[config.mk]
export PLATFORM = sky130hd
export DESIGN_NAME = fm_cycle_sched
export DESIGN_NICKNAME = d
export VERILOG_FILES = /design/src/rtl/fm_cycle_sched.sv
export SDC_FILE = /design/constraint.sdc
export NUM_CORES = 1
export LEC_CHECK = 0
export CAP_MARGIN = 5
export CORE_ASPECT_RATIO = 0.75
export CORE_MARGIN = 2
export CORE_UTILIZATION = 40
export DETAILED_ROUTE_END_ITERATION = 12
export HOLD_SLACK_MARGIN = 0.02
export PLACE_DENSITY = 0.77
export SYNTH_ARGS = -nofsm -noshare
export SYNTH_HDL_FRONTEND = slang
export SYNTH_SLANG_ARGS = --single-unit
export TNS_END_PERCENT = 50
[constraint.sdc]
create_clock -name clk -period 1.8 [get_ports clk]
set_input_delay 0.27 -clock clk [delete_from_list [all_inputs] [get_ports clk]]
set_output_delay 0.27 -clock clk [all_outputs]
set_load 0.05 [all_outputs]
[src/rtl/fm_cycle_sched.sv]
// ---------------------------------------------------------------------------
// fm_cycle_sched -- frame-memory access scheduler.
//
// Time is cut into fixed CYCLE_LEN-clock slots. Each slot is granted to at
// most one requester: panel display read, input-video burst write, or CPU.
// The grant is decided on the last clock of the previous slot and issued as
// a single command strobe on the first clock of the slot. The block also
// owns the write-bank bit (frame_alt) and prepends it to every address.
//
// Optional build macro: FM_SCHED_STAT_EN
//   When defined, per-frame slot-usage counters are added
//   (stat_rd, stat_iv, stat_cpu, stat_idle). When undefined the ports and
//   counters are absent and every other behaviour is unchanged.
// ---------------------------------------------------------------------------
module fm_cycle_sched #(
  parameter int CYCLE_LEN = 72,
  parameter int ADV       = 8,
  parameter int CPU_MAXW  = 4
) (
  input  logic        clk,
  input  logic        rst,
  input  logic        en,
  input  logic        rd_req,
  input  logic [15:0] rd_adrs,
  input  logic        iv_wr_req,
  input  logic [15:0] iv_wr_adrs,
  input  logic        iv_frame_end,
  input  logic        cpu_req,
  input  logic        cpu_we,
  input  logic [16:0] cpu_adrs,
  output logic        fm_cycle_stp_adv,
  output logic        fm_cycle_stp,
  output logic [2:0]  grant,
  output logic        fm_cmd_valid,
  output logic        fm_cmd_we,
  output logic [16:0] fm_cmd_adrs,
  output logic        cpu_ack,
  output logic        frame_alt
`ifdef FM_SCHED_STAT_EN
  ,
  output logic [15:0] stat_rd,
  output logic [15:0] stat_iv,
  output logic [15:0] stat_cpu,
  output logic [15:0] stat_idle
`endif
);

  localparam int CC_W   = $clog2(CYCLE_LEN);
  localparam int WAIT_W = $clog2(CPU_MAXW + 1);

  localparam logic [CC_W-1:0]   CC_LAST = CC_W'(CYCLE_LEN - 1);
  localparam logic [CC_W-1:0]   CC_ADV  = CC_W'(CYCLE_LEN - ADV);
  localparam logic [WAIT_W-1:0] WAIT_MAX = WAIT_W'(CPU_MAXW);

  // Grant encoding, one-hot {cpu, iv, rd}
  localparam logic [2:0] G_NONE = 3'b000;
  localparam logic [2:0] G_RD   = 3'b001;
  localparam logic [2:0] G_IV   = 3'b010;
  localparam logic [2:0] G_CPU  = 3'b100;

  // Slot sequencing state: OFF while disabled, FIRST during the partial slot
  // after enable (no slot-start pulse), RUN once the counter has wrapped.
  typedef enum logic [1:0] {
    S_OFF   = 2'd0,
    S_FIRST = 2'd1,
    S_RUN   = 2'd2
  } state_t;

  state_t              state_q, state_d;
  logic [CC_W-1:0]     cc_q, cc_d;
  logic [2:0]          grant_q, grant_d;
  logic                cmd_we_q, cmd_we_d;
  logic [16:0]         cmd_adrs_q, cmd_adrs_d;
  logic [WAIT_W-1:0]   wait_q, wait_d;
  logic                alt_q, alt_d;
  logic                pend_q, pend_d;

  logic                cc_last;
  logic                decide;
  logic                slot_start;
  logic                bank_apply;
  logic [2:0]          sel;

  // Next-state logic: slot counter, arbitration, CPU starvation guard, bank.
  always_comb begin
    state_d    = state_q;
    cc_d       = cc_q;
    grant_d    = grant_q;
    cmd_we_d   = cmd_we_q;
    cmd_adrs_d = cmd_adrs_q;
    wait_d     = wait_q;
    alt_d      = alt_q;
    pend_d     = pend_q;
    sel        = G_NONE;

    cc_last = (cc_q == CC_LAST);
    decide  = en && cc_last;

    // Arbitration on the request levels of the decision clock. A CPU that
    // has already been passed over CPU_MAXW times wins outright.
    if (cpu_req && (wait_q >= WAIT_MAX)) begin
      sel = G_CPU;
    end else if (rd_req) begin
      sel = G_RD;
    end else if (iv_wr_req) begin
      sel = G_IV;
    end else if (cpu_req) begin
      sel = G_CPU;
    end

    // A pending bank swap lands on the slot boundary, or on the next clock
    // when the scheduler is disabled. The decision made on the same clock
    // still captures the old bank for its address.
    bank_apply = (pend_q || iv_frame_end) && (!en || decide);
    if (bank_apply) begin
      alt_d  = ~alt_q;
      pend_d = 1'b0;
    end else if (iv_frame_end) begin
      pend_d = 1'b1;
    end

    if (!en) begin
      state_d = S_OFF;
      cc_d    = '0;
      grant_d = G_NONE;
    end else begin
      cc_d = cc_last ? '0 : cc_q + CC_W'(1);
      if (state_q == S_OFF) begin
        state_d = S_FIRST;
      end else if (decide) begin
        state_d = S_RUN;
      end

      if (decide) begin
        grant_d = sel;
        unique case (sel)
          G_RD: begin
            cmd_we_d   = 1'b0;
            cmd_adrs_d = {~alt_q, rd_adrs};
          end
          G_IV: begin
            cmd_we_d   = 1'b1;
            cmd_adrs_d = {alt_q, iv_wr_adrs};
          end
          G_CPU: begin
            cmd_we_d   = cpu_we;
            cmd_adrs_d = cpu_adrs;
          end
          default: begin
            cmd_we_d   = 1'b0;
            cmd_adrs_d = '0;
          end
        endcase

        // Count slots the CPU asked for but did not get.
        if (!cpu_req || sel[2]) begin
          wait_d = '0;
        end else if (wait_q != WAIT_MAX) begin
          wait_d = wait_q + WAIT_W'(1);
        end
      end
    end
  end

  // Scheduler state registers.
  always_ff @(posedge clk or posedge rst) begin
    if (rst) begin
      state_q    <= S_OFF;
      cc_q       <= '0;
      grant_q    <= G_NONE;
      cmd_we_q   <= 1'b0;
      cmd_adrs_q <= '0;
      wait_q     <= '0;
      alt_q      <= 1'b0;
      pend_q     <= 1'b0;
    end else begin
      state_q    <= state_d;
      cc_q       <= cc_d;
      grant_q    <= grant_d;
      cmd_we_q   <= cmd_we_d;
      cmd_adrs_q <= cmd_adrs_d;
      wait_q     <= wait_d;
      alt_q      <= alt_d;
      pend_q     <= pend_d;
    end
  end

  // Output decode: pulses come straight from registered state so reset
  // clears every output on the same clock.
  always_comb begin
    slot_start       = (state_q == S_RUN) && (cc_q == '0);
    fm_cycle_stp     = slot_start;
    fm_cycle_stp_adv = (cc_q == CC_ADV);
    grant            = grant_q;
    fm_cmd_valid     = slot_start && (grant_q != G_NONE);
    fm_cmd_we        = fm_cmd_valid ? cmd_we_q : 1'b0;
    fm_cmd_adrs      = fm_cmd_valid ? cmd_adrs_q : 17'd0;
    cpu_ack          = slot_start && grant_q[2];
    frame_alt        = alt_q;
  end

`ifdef FM_SCHED_STAT_EN
  // Index 0 rd, 1 iv, 2 cpu, 3 idle.
  logic [15:0] acc_q  [4];
  logic [15:0] acc_d  [4];
  logic [15:0] snap_q [4];
  logic [15:0] snap_d [4];
  logic [3:0]  stat_hit;

  // Per-frame slot accounting; the frame closes on the bank swap clock and
  // the slot decided on that clock counts towards the new frame.
  always_comb begin
    stat_hit = decide ? {(sel == G_NONE), sel} : 4'b0000;
    for (int i = 0; i < 4; i++) begin
      acc_d[i]  = acc_q[i];
      snap_d[i] = snap_q[i];
      if (bank_apply) begin
        snap_d[i] = acc_q[i];
        acc_d[i]  = {15'd0, stat_hit[i]};
      end else if (stat_hit[i] && (acc_q[i] != 16'hFFFF)) begin
        acc_d[i] = acc_q[i] + 16'd1;
      end
    end
  end

  // Statistics registers.
  always_ff @(posedge clk or posedge rst) begin
    if (rst) begin
      for (int i = 0; i < 4; i++) begin
        acc_q[i]  <= '0;
        snap_q[i] <= '0;
      end
    end else begin
      for (int i = 0; i < 4; i++) begin
        acc_q[i]  <= acc_d[i];
        snap_q[i] <= snap_d[i];
      end
    end
  end

  assign stat_rd   = snap_q[0];
  assign stat_iv   = snap_q[1];
  assign stat_cpu  = snap_q[2];
  assign stat_idle = snap_q[3];
`endif

endmodule

## Yosys cells after proc, flatten, opt, wreduce, memory -nomap -nowiden

Index checks and enable logic that the tools add are counted.

- Equal/unequal tests: 9
- Order comparisons: 1
- Reductions and logical operators: 18
- Bitwise operators: 1
- Add/subtract/negate cells: 2
- Muxes and demuxes: 19

Operators with widths:

| kind | number |
|---|---|
| $pmux W17 S3 | 1 |
| $mux W3 | 8 |
| $mux W17 | 1 |
| $eq A7 B7 Y1 const B | 2 |
| $mux W7 | 2 |
| $add A7 B1 Y7 const B | 1 |
| $logic_not A7 Y1 | 1 |
| $logic_and A1 B1 Y1 | 6 |
| $mux W2 | 3 |
| $reduce_bool A2 Y1 | 2 |
| $add A3 B1 Y3 const B | 1 |
| $eq A3 B1 Y1 const B | 1 |
| $eq A3 B2 Y1 const B | 1 |
| $eq A3 B3 Y1 const B | 1 |
| $ge A3 B3 Y1 const B | 1 |
| $logic_or A1 B1 Y1 | 3 |
| $mux W1 | 3 |
| $ne A3 B1 Y1 const B | 1 |
| $ne A3 B3 Y1 const B | 1 |
| $reduce_and A3 Y1 | 1 |
| $reduce_bool A3 Y1 | 1 |
| $eq A2 B2 Y1 const B | 1 |
| $logic_not A1 Y1 | 2 |
| $logic_not A2 Y1 | 1 |
| other kinds (4) | 4 |

- Word-level logic and storage cells: 58
- Input port bits: 57
- Register bits: 35

## Longest topological paths before layout

- Word-level depth: 7
- Gate-level depth with buffers: 7
- Gate-level depth less buffers: 5

## Worst setup path before layout

No wires, ideal clock.

- Path type: register -> output
- Start: register cc_q[3]
- End: output fm_cmd_adrs[10]
- Data required time: 1.530 ns
- Stages on the path, launching flop included: 6
- Arrival: 1.814 ns
- Slack: -0.284 ns
- Path through: dfrtp_1 -> nor3_4 -> and4b_4 -> o31a_4 -> buf_6 -> and2_2

- Word-level cells in the longest chain between the ends: 4

RTL lines:

| item | RTL line | RTL |
|---|---|---|
| start: declaration | 70 | `logic [CC_W-1:0] cc_q, cc_d;` |
| start signal: assignment | 169 | `cc_q <= '0;` |
| start signal: assignment | 178 | `cc_q <= cc_d;` |
| $logic_not A7 Y1 | 191 | `slot_start = (state_q == S_RUN) && (cc_q == '0);` |
| $logic_and A1 B1 Y1 | 191 |  |
| named net fm_cycle_stp | 32 | `output logic fm_cycle_stp,` |
| $logic_and A1 B1 Y1 | 195 | `fm_cmd_valid = slot_start && (grant_q != G_NONE);` |
| named net fm_cmd_valid | 34 | `output logic fm_cmd_valid,` |
| $mux W17 | 197 | `fm_cmd_adrs = fm_cmd_valid ? cmd_adrs_q : 17'd0;` |
| end: declaration | 36 | `output logic [16:0] fm_cmd_adrs,` |

The timed path passes the listed nets, and every way through them passes these cells.

## Final worst setup path

- Start: register cc_q[3]
- End: output fm_cmd_adrs[7]

- Word-level cells in the longest chain between the ends: 4

RTL lines:

| item | RTL line |
|---|---|
| $logic_not A7 Y1 | 191 |
| $logic_and A1 B1 Y1 | 191 |
| $logic_and A1 B1 Y1 | 195 |
| $mux W17 | 197 |

No other way between the ends.

==> summary.txt <==
status: finished, violations left
failing checks: negative setup slack
Yosys top cell by area: dfrtp_1
RR Startpoint: cc_q[3]
clock skew: 0.00935 ns
Final Net Count: 388
Worst slew margin: 70.2%
Slew Limit Fails: 0
CP arrival: 1.80 ns
register area share after synthesis: 42.7%
routed wl met2: 3000 µm
Req. time, crit path: 1.53 ns
Crit-path slowest cell: dfrtp_1
Final period util: 115%
Inserted Clock Buffers: 5
Final min period: 2.07 ns
metal3 WL: 467 µm
die area: 5730 µm²
drt pass-1 iters: 4
gate count of the mapped netlist: 225
WL final: 6380 µm
VDD IR-drop max: 0.000375 V
most common cell after layout, fill and taps aside: clkdlybuf4s50_1
total number of H-tree levels: 2
core area: 4930 µm²
vias: 2122
first-pass GRT wire length: 10200 µm
FP Rows: 22
Synth Net Count: 286
worst-margin pin slew: 0.448 ns
Fill cells: 369
main area contributors after synthesis: dfrtp_1 43%, o21ai_0 9.3%, and2_2 7.3%, a2bb2oi_1 6.8%, nand2_1 4.8%
total grt overflow: 0
Max Used Layer: met4
CP Class: flop to output pin
antenna cell count: 0
post-route ant nets: 0
most frequent cells in the layout: 56 x clkdlybuf4s50_1, 38 x o21ai_0, 35 x dfrtp_1
Post-synth EDFFs: 0
height of the chip: 66.0 µm
Hold Crit Class: primary input to async pin
setup ws final: -0.266 ns
routed vias/inst: 5.47
Final setup viols: 22
Distinct cells, synth: 36
Area Growth Syn to Fin: 69.0%
P_leak: 1.53 nW
Cell Chain, Critical Path: nor3_4 > and4b_4 > o31a_4 > and2_4 > buf_12
Worst-path clk slew: 0.07 ns
Final Util: 70.4%
Initial Utilization: 41.7%
routed len/inst: 16.4 µm
maximum clock rate: 0.484 GHz
Post-Synthesis Cell Area: 2050 µm²
largest net degree at the start of global routing: 36
synth warn: 0
vias in the first global route: 2069
Power Density: 508 nW/µm²
crit path from: cc_q[3]
reg2reg path depth: 6
unrepaired setup endpoints after global routing: true
share of cells above drive strength 1: 29.3%
Sink Count: 35
gr usage total: 23.3%
GP Congestion: 0.841
R2R setup slack: 0.13 ns
CP max FO: 5
top-area cell type share of the netlist area: 42.7%
Hold Vio Cnt, Final: 0
number of max-cap violations: 0
Final HPWL DP: 4570 µm
deepest clock path buffer count: 2
die width: 86.7 µm
top_reg_cell synth: dfrtp_1
Clk Latency, worst-skew pair: 0.29 ns
port bufs: 82
Post-synth ARST share: 100%
cts-stage hold buffer count: 0
DR DRC count: 0
Power Total: 0.00176 W
WL met1: 2830 µm
CP max stage delay: 0.43 ns
Setup crit end kind: output pin
initial antenna violation count: 0
Root Driver: clkbuf_8
CTS tree: yes
synthesized flop and latch total: 35
reg2reg end: wait_q[0]
initial DRC count: 142
syn_area_per_cell: 9.13 µm²
num ports: 83
CP startpoint kind: flop
[cell type report]
type,count,area (µm²),share of cell area [%]
Multi-Input combinational cell,171,1170,33.6
Clock inverter,2,12.5,0.360
Clock buffer,6,72.6,2.09
Timing Repair Buffer,107,1240,35.8
Tap cell,60,75.1,2.16
Inverter,7,26.3,0.757
Sequential cell,35,876,25.2
[registers in the layout (all words and copies together), names as in the netlist]
register and cells:
cc_q 7, cmd_adrs_q 17, cmd_we_q 1, frame_alt 1, grant 3, pend_q 1, state_q 2, wait_q 3
[layer usage]
metal | vias up | track usage, %
li1 | 1004 | -
met1 | 1023 | 29.8
met2 | 82 | 40.0
met3 | 13 | 5.24
met4 | 0 | 5.86
met5 | - | 0
[what timing repair did]
action / CTS / global route
setup endpoints to repair: 20 / 35
buffers inserted: 0 / 1
gates resized for setup: 8 / 12
endpoints found under the hold margin: 0 / 0
pin swaps: 5 / 9
gates cloned: 3 / 0
[report_power, final]
| group | total [W] | switching [W] | internal (W) |
|---|---|---|---|
| Combinational | 0.000374 | 0.000164 | 0.000210 |
| Clock | 0.000553 | 0.000282 | 0.000270 |
| Sequential | 0.000838 | 0.0000321 | 0.000806 |
| Total | 0.00176 | 0.000479 | 0.00129 |
[cell families after synthesis]
kind of cell	Yosys count	share of synthesized area [%]
compound gates	84	25.9
xor+xnor	4	1.71
fa+ha+maj	4	2.44
buf+inv	22	4.81
flops	35	42.7
mux	2	1.10
simple gates	74	21.4
[worst max-delay path, delay by kind of cell (launching register included)]
family	cells	cell delay, ns
DFF	1	0.43
and+or+nand+nor	3	0.73
buffers and inverters	1	0.13
AOI/OAI and AO/OA	1	0.21
[metrics by stage]
stage	setup TNS (ns)	hold slack, ns	worst slack, ns	std cells	instance area [µm²]
4_1_cts	-5.11	0.403	-0.268	387	3430
3_3_place_gp	0	0.460	0.0498	376	3290
3_5_place_dp	-0.000226	0.465	-0.000226	376	3290
5_1_grt	-6.04	0.434	-0.307	388	3470
6_report	-5.03	0.387	-0.266	388	3470
2_1_floorplan	-2.08	0.419	-0.157	225	2070
[synthesized netlist by cell type (2+ instances only)]
library cell	count
buf_2	7
dfrtp_1	35
xor2_1	3
o21ai_0	38
and2_1	4
inv_1	7
o21a_1	2
nor2_1	7
clkbuf_1	7
ha_1	4
and2_2	20
mux2_2	2
a22o_1	2
a21boi_0	4
nand3_1	4
a21oi_1	17
nand2_1	26
and3_1	2
nand4_1	2
a2bb2oi_1	16
[worst max path at each step]
stage | end | slack, ns | cells past startpoint
3_5_place_dp | fm_cmd_adrs[6] | -0.0002 | 5
4_1_cts | fm_cmd_adrs[3] | -0.27 | 5
6_report | fm_cmd_adrs[7] | -0.27 | 5
2_1_floorplan | fm_cmd_adrs[10] | -0.16 | 5
3_3_place_gp | fm_cmd_adrs[3] | 0.05 | 5
5_1_grt | fm_cmd_adrs[5] | -0.31 | 5
Note: power is estimated with default switching activity, not from simulation.
